## src/rtl/pb_conditioner.sv

```systemverilog
// Multi-channel push-button conditioner: 2-flop sync, per-channel debounce FSM, press/release pulses, toggle.
// Optional auto-repeat of pb_press while a button is held, enabled by defining PB_AUTOREPEAT_EN.
module pb_conditioner #(
    parameter int unsigned         NUM_PB          = 4,
    parameter int unsigned         DEBOUNCE_CYCLES = 1000000,
    parameter logic [NUM_PB-1:0]   TOGGLE_INIT     = '1,
    parameter int unsigned         HOLD_CYCLES     = 50000000,
    parameter int unsigned         REPEAT_CYCLES   = 10000000
) (
    input  logic              clk,
    input  logic              rst,
    input  logic [NUM_PB-1:0] pb_raw,
    output logic [NUM_PB-1:0] pb_level,
    output logic [NUM_PB-1:0] pb_press,
    output logic [NUM_PB-1:0] pb_release,
    output logic [NUM_PB-1:0] pb_toggle
);

    localparam int unsigned MAX_DH  = (DEBOUNCE_CYCLES > HOLD_CYCLES) ? DEBOUNCE_CYCLES : HOLD_CYCLES;
    localparam int unsigned MAX_CYC = (MAX_DH > REPEAT_CYCLES) ? MAX_DH : REPEAT_CYCLES;
    localparam int          CNT_W   = $clog2(MAX_CYC + 1);

    localparam logic [CNT_W-1:0] DB_LAST = CNT_W'(DEBOUNCE_CYCLES - 1);
    localparam logic [CNT_W-1:0] CNT_MAX = '1;

    typedef enum logic [1:0] {IDLE, PRESS_WAIT, PRESSED, RELEASE_WAIT} state_t;

    function automatic logic [CNT_W-1:0] sat_inc(input logic [CNT_W-1:0] v);
        return (v == CNT_MAX) ? v : v + 1'b1;
    endfunction

    logic [NUM_PB-1:0] sync1_q, sync2_q;
    logic [NUM_PB-1:0] press_q, release_q, toggle_q;
    logic [NUM_PB-1:0] press_d, release_d, toggle_d;

    always_ff @(posedge clk) begin
        if (!rst) begin
            sync1_q   <= '0;
            sync2_q   <= '0;
            press_q   <= '0;
            release_q <= '0;
            toggle_q  <= TOGGLE_INIT;
        end else begin
            sync1_q   <= pb_raw;
            sync2_q   <= sync1_q;
            press_q   <= press_d;
            release_q <= release_d;
            toggle_q  <= toggle_d;
        end
    end

    for (genvar g = 0; g < NUM_PB; g++) begin : g_ch
        state_t           state_q, state_d;
        logic [CNT_W-1:0] cnt_q, cnt_d;
        logic             acc_press, acc_rel, rpt_fire;

        always_ff @(posedge clk) begin
            if (!rst) begin
                state_q <= IDLE;
                cnt_q   <= '0;
            end else begin
                state_q <= state_d;
                cnt_q   <= cnt_d;
            end
        end

        always_comb begin
            state_d   = state_q;
            cnt_d     = cnt_q;
            acc_press = 1'b0;
            acc_rel   = 1'b0;
            case (state_q)
                IDLE: begin
                    if (sync2_q[g]) begin
                        state_d = PRESS_WAIT;
                        cnt_d   = '0;
                    end
                end
                PRESS_WAIT: begin
                    if (!sync2_q[g]) begin
                        state_d = IDLE;
                    end else if (cnt_q == DB_LAST) begin
                        state_d   = PRESSED;
                        acc_press = 1'b1;
                    end else begin
                        cnt_d = sat_inc(cnt_q);
                    end
                end
                PRESSED: begin
                    if (!sync2_q[g]) begin
                        state_d = RELEASE_WAIT;
                        cnt_d   = '0;
                    end
                end
                RELEASE_WAIT: begin
                    if (sync2_q[g]) begin
                        state_d = PRESSED;
                    end else if (cnt_q == DB_LAST) begin
                        state_d = IDLE;
                        acc_rel = 1'b1;
                    end else begin
                        cnt_d = sat_inc(cnt_q);
                    end
                end
                default: state_d = IDLE;
            endcase
        end

`ifdef PB_AUTOREPEAT_EN
        localparam logic [CNT_W-1:0] HOLD_LAST = CNT_W'(HOLD_CYCLES - 1);
        localparam logic [CNT_W-1:0] REP_LAST  = CNT_W'(REPEAT_CYCLES - 1);

        logic [CNT_W-1:0] hold_q, hold_d;
        logic             rep_q, rep_d;

        always_ff @(posedge clk) begin
            if (!rst) begin
                hold_q <= '0;
                rep_q  <= 1'b0;
            end else begin
                hold_q <= hold_d;
                rep_q  <= rep_d;
            end
        end

        // Any (re)entry into PRESSED restarts the initial hold delay; RELEASE_WAIT just freezes it.
        always_comb begin
            hold_d   = hold_q;
            rep_d    = rep_q;
            rpt_fire = 1'b0;
            if (state_q != PRESSED && state_d == PRESSED) begin
                hold_d = '0;
                rep_d  = 1'b0;
            end else if (state_q == PRESSED && state_d == PRESSED) begin
                if (hold_q == (rep_q ? REP_LAST : HOLD_LAST)) begin
                    rpt_fire = 1'b1;
                    hold_d   = '0;
                    rep_d    = 1'b1;
                end else begin
                    hold_d = sat_inc(hold_q);
                end
            end
        end
`else
        assign rpt_fire = 1'b0;
`endif

        assign press_d[g]   = acc_press | rpt_fire;
        assign release_d[g] = acc_rel;
        assign toggle_d[g]  = toggle_q[g] ^ press_d[g];
        assign pb_level[g]  = (state_q == PRESSED) || (state_q == RELEASE_WAIT);
    end

    assign pb_press   = press_q;
    assign pb_release = release_q;
    assign pb_toggle  = toggle_q;

endmodule
```

## config.mk

```make
export PLATFORM = sky130hd
export DESIGN_NAME = pb_conditioner
export DESIGN_NICKNAME = d
export VERILOG_FILES = /design/src/rtl/pb_conditioner.sv
export SDC_FILE = /design/constraint.sdc
export NUM_CORES = 1
export LEC_CHECK = 0
export BUFFER_PORTS_ARGS = -buffer_cell sky130_fd_sc_hd__buf_2
export CAP_MARGIN = 25
export CORE_UTILIZATION = 45
export DETAILED_ROUTE_END_ITERATION = 12
export PLACE_DENSITY = 0.72
export SLEW_MARGIN = 15
export SYNTH_ARGS = -nofsm -noshare
export SYNTH_HDL_FRONTEND = slang
export SYNTH_SLANG_ARGS = --single-unit
```

## constraint.sdc

```tcl
create_clock -name clk -period 2.9 [get_ports clk]
set_input_delay 0.145 -clock clk [delete_from_list [all_inputs] [get_ports clk]]
set_output_delay 0.145 -clock clk [all_outputs]
set_load 0.05 [all_outputs]
```

# Word level (Yosys, flattened, before mapping)
# Index checks and enable logic that the tools add are counted.
op_classes:
  n_addsub: 4
  n_eq_ne: 44
  n_mux: 68
  bitwise_logic: 9
  n_reduce_logical: 20
op_table:
  columns: ["op", "count"]
  rows:
  - ["26-bit two-way mux", 24]
  - ["26-bit one-hot mux with 4 select lines", 4]
  - ["26-bit by 1-bit adder with 26-bit output, second input constant", 4]
  - ["26-bit by 20-bit equality test with 1-bit output, second input constant", 4]
  - ["26-bit equality test, second input constant", 4]
  - ["2-bit two-way mux", 24]
  - ["2-bit inequality test, second input constant", 16]
  - ["2-bit one-hot mux with 4 select lines", 4]
  - ["4-bit AND reduction", 8]
  - ["3-bit inequality test, second input constant", 8]
  - ["2-bit equality test, second input constant", 8]
  - ["1-bit two-way mux", 12]
  - ["3-bit OR reduction", 4]
  - ["2-bit by 1-bit equality test with 1-bit output, second input constant", 4]
  - ["2-bit zero test", 4]
  - ["1-bit NOT", 5]
  - ["1-bit logical OR", 4]
  - ["1-bit XOR", 4]
word_totals:
  reg_bits: 132
  inputBits: 6
  out_inout_bits: 16
  wordCells: 161

# Longest topological paths before layout
depth:
  depth_word: 5
  mapped_depth: 9
  depth_no_buf: 6

# Worst setup path after synthesis
# Ideal clock, no wire load.
synth_path:
  path_type: "register to register"
  start: "register g_ch[3].cnt_q[7]"
  end: "register g_ch[3].cnt_q[14]"
  setup_time_ns: 0.122
  arrival_time_ns: 1.963
  required_time_ns: 2.778
  slack_ns: 0.815
  stages_incl_launch_ff: 6
  path_buffers: 0
  period_less_slack_ns: 2.085
  path_cell_list: "dfxtp_1 > or4b_1 > or4_4 > o21ba_4 > and3_1 > a311o_1"
synth_via:
  elab_chain_cells: 5
  word_cells_on_any_way: 8
  cone_classes: "add/sub: 1; eq/ne: 2; mux: 5"
synth_lines:
  columns: ["item", "line_no", "rtl"]
  rows:
  - ["from (decl)", "54", "logic [CNT_W-1:0] cnt_q, cnt_d;"]
  - ["from (signal assigned)", "63", "cnt_q <= cnt_d;"]
  - ["26-bit by 1-bit adder with 26-bit output or 26-bit equality test (tied branches)", "29", "return (v == CNT_MAX) ? v : v + 1'b1;"]
  - ["26-bit two-way mux", "29", null]
  - ["26-bit two-way mux *", "82, 98", null]
  - ["26-bit two-way mux, on equally long branches", "96, 80", null]
  - ["26-bit one-hot mux with 4 select lines *", "72", "case (state_q)"]
# Every way passes the cells marked *; elsewhere a longest branch is shown, timed or not. The select of a mux whose other input is x is not followed.
# A chain may end at the register's enable or synchronous reset.

# Worst setup path after layout
layout_path:
  start: "register g_ch[0].cnt_q[9]"
  end: "register g_ch[0].cnt_q[22]"
layout_via:
  elab_chain_cells: 5
  word_cells_on_any_way: 8
  cone_classes: "add/sub: 1; eq/ne: 2; mux: 5"
layout_lines:
  columns: ["item", "line_no"]
  rows:
  - ["from (decl)", "54"]
  - ["from (signal assigned)", "63"]
  - ["26-bit by 1-bit adder with 26-bit output or 26-bit equality test (tied branches)", "29"]
  - ["26-bit two-way mux", "29"]
  - ["26-bit two-way mux *", "82, 98"]
  - ["26-bit two-way mux, on equally long branches", "96, 80"]
  - ["26-bit one-hot mux with 4 select lines *", "72"]
# Marks and branches as above.

==> summary.md <==
| Metric | Value |
|---|---|
| Number of enable-type register cells in the synthesized netlist | `0` |
| Most frequent standard cell in the layout excluding fill and tap cells | `dfxtp_1` |
| WS Path Type | `flip-flop to flip-flop` |
| Iteration-0 DRC count of the detailed router | `658` |
| Arrival time at the worst endpoint | `2.72 ns` |
| Share of power burned in the clock network | `51.8%` |
| Max Transition Viols Final | `0` |
| Critical path fanouts, max | `12` |
| Largest net degree at the start of global routing | `77` |
| Result of the run | `completed` |
| Ratio of routed vias to standard cells | `6.26` |
| Most common flop cell mapped by yosys | `dfxtp_1` |
| Final Cycle Share | `82.3%` |
| CTS Root Buffer Type | `clkbuf_16` |
| TritonCTS clock tree | `done` |
| Hold violation total from the final report | `0` |
| Kind of path behind the tightest hold check | `input port to flip-flop` |
| Layout overhead on the synthesized area | `11.9%` |
| Area enclosed by the die boundary | `17000 um^2` |
| Register share of total power | `44.6%` |
| Power consumption | `4110 uW` |
| Routed wirelength normalized by instance count | `16.3 um` |
| Power share of the combinational group | `3.6%` |
| Cell Rows | `46` |
| Leakage | `0.00260 uW` |
| Transition at the pin with the smallest max-transition slack | `0.810 ns` |
| Upper clock frequency limit | `419 MHz` |
| Post-Synthesis Mean Instance Area | `8.13 um^2` |
| Internal power | `3210 uW` |
| Die X-Extent | `130 um` |
| Antenna violations before repair | `0` |
| Gp weighted congestion | `0.920` |
| Power per cell area | `496 nW/um^2` |
| Data required time at the worst endpoint | `3.23 ns` |
| Count of inserted antenna diode cells | `0` |
| Total standard cell area after synthesis | `7410 um^2` |
| Die boundary height | `130 um` |
| # IOs | `22` |
| MaxCap Viol Count | `0` |
| Post-layout nets | `929` |
| Fraction of layout cells with a size suffix above 1 | `10.8%` |
| Quantity of hold-fixing buffers added after cts | `4` |
| DRC errors left | `0` |
| Number of warnings reported in the yosys synthesis log | `0` |
| Number of search-and-repair iterations in the first detailed-routing pass | `6` |
| Maximum number of buffers from clock root to sink | `2` |
| Cell variety after synth | `72` |
| Number of nets still failing antenna checks after routing | `0` |
| Dpl hpwl | `12.4 mm` |
| Worst Setup End Kind | `flip-flop` |
| Total number of vias | `7153` |
| Tmin final | `2.39 ns` |
| Setup crit start kind | `flip-flop` |
| Syn Inst Count | `911` |
| Final Skew | `0.00603 ns` |
| All-layer global routing usage | `23.3%` |
| I/O Buffers | `21` |
| Clock transition at the registers of the reported paths | `0.06 ns` |
| Number of setup buffers added after CTS | `0` |
| Switching part of the total | `22.0%` |
| Pre-CTS setup slack | `0.545 ns` |
| Worst skew pair latency | `0.42 ns` |
| Accumulated negative setup slack | `0 ns` |
| Crit path setup slack, layout | `0.514 ns` |
| Aggregate global routing overflow | `0` |
| Sink count of the clock tree | `132` |
| Net Count, Synth | `925` |
| VDD IR max | `0.449 mV` |
| Number of global-route vias before repair | `6459` |
| Std-Cell Core Area | `16000 um^2` |
| Register area share after synthesis | `35.7%` |
| Normalized max-slew margin | `45.6%` |
| Final count of negative-setup-slack endpoints | `0` |
| Total of cells resized after clock tree synthesis | `0` |
| Wire length of the first global-routing pass | `31.7 mm` |
| Most used cells in the layout excluding fill and tap cells | `132 x dfxtp_1, 88 x nand2_1, 62 x nand3_1, 51 x a21oi_1, 46 x nand4_1` |
| Flop and latch count out of synthesis | `132` |
| NetSw | `905 uW` |
| Unrepaired setup endpoints after global routing | `no` |
| Level count of the clock H-tree | `4` |
| WL final | `18.6 mm` |
| Async set-reset flop share out of synthesis | `0%` |
| Starting density of the core | `46.3%` |
| Total CTS buffers | `17` |
cells in the mapped netlist, drive strengths merged, types with 5 or more instances:
cell    instances  area [um^2]
dfxtp         132         2640
nand2          88          330
nand3          62          310
a21oi          51          255
nand4          46          288
clkbuf         43          163
nor4           43          322
nor2           41          156
o21ai          33          165
nor3           30          155
or4            29          224
o31ai          25          188
mux2i          24          240
a31oi          21          131
and2           20          125
inv            20         75.1
and3           19          119
buf            19          124
and4           17          149
nand3b         12         90.1
or3            12         76.3
nor4b          10         93.8
ha              8          100
nand2b          8         50.1
o31a            8         70.1
o22ai           7         43.8
o311ai          7         61.3
o41ai           7         61.3
or2             7         43.8
xnor2           6         52.6
and4b           5         50.1
nor4bb          5         50.1
power groups by stage:
stage	sequential, uW	combinational [uW]	clock, uW
2_1_floorplan	1870	104	0
3_3_place_gp	1870	142	0
3_5_place_dp	1870	144	0
4_1_cts	1830	148	2160
5_1_grt	1830	166	2240
6_report	1830	149	2130
metal layers:
| metal | track usage [%] | routed length, um | part of all wire (%) | up-vias |
|---|---|---|---|---|
| met5 | 0 | 0 | 0 | - |
| met4 | 8.38 | 352 | 1.9 | 0 |
| met3 | 5.08 | 828 | 4.4 | 39 |
| met2 | 36.3 | 8420 | 45 | 202 |
| met1 | 31.7 | 9020 | 48 | 3382 |
| li1 | - | - | - | 3530 |
critical path, cell delays in order (launching register included):
cell and delay, ns:
dfxtp_1 0.49, nor4b_2 0.31, or4b_1 0.48, nor4_2 0.52
nor2_2 0.25, a311oi_1 0.25
final cells by class:
cell class              instances  area, um^2
clock buffers                  20         437
flip-flops and latches        132        2640
fillers                      1566        7710
inverters                      20        75.1
clock inverters                11         136
multi-input cells             697        4410
well taps                     216         270
repair buffers                 47         323
through the flow:
stage	cell area, um^2	utilization (%)	hold slack (ns)	cells
3_3_place_gp	7680	48.0	0.352	1108
3_5_place_dp	7680	48.0	0.357	1108
2_1_floorplan	7410	-	0.272	911
4_1_cts	8290	51.8	0.169	1143
5_1_grt	8290	51.8	0.189	1143
6_report	8290	51.8	0.168	1143
flip-flops by register name, indices dropped and copies added (netlist names), named ones only:
| signal | flops |
|---|---|
| g_ch.cnt_q | 104 |
| pb_toggle | 4 |
| sync1_q | 4 |
| sync2_q | 4 |
| g_ch.state_q | 4 |
| pb_press | 4 |
| pb_release | 4 |
cells by family (layout without fill, tap and decap cells):
kind of cell | after synthesis | after routing | synth area share [%]
buf+inv | 82 | 98 | 4.88
flops | 132 | 132 | 35.7
mux | 24 | 24 | 3.24
compound gates | 195 | 195 | 17.5
simple gates | 462 | 462 | 36.4
xor+xnor | 8 | 8 | 0.946
fa+ha+maj | 8 | 8 | 1.35
worst paths after layout:
check | from | to | slack (ns) | cells past startpoint
setup / recovery | g_ch[0].cnt_q[9] | g_ch[0].cnt_q[22] | 0.51 | 5
hold / removal | rst | g_ch[0].cnt_q[18] | 0.17 | 3
setup reg to reg | g_ch[0].cnt_q[9] | g_ch[0].cnt_q[22] | 0.51 | 5
hold reg to reg | sync1_q[3] | sync2_q[3] | 0.43 | 1
Power figures use the tool's default switching activity.
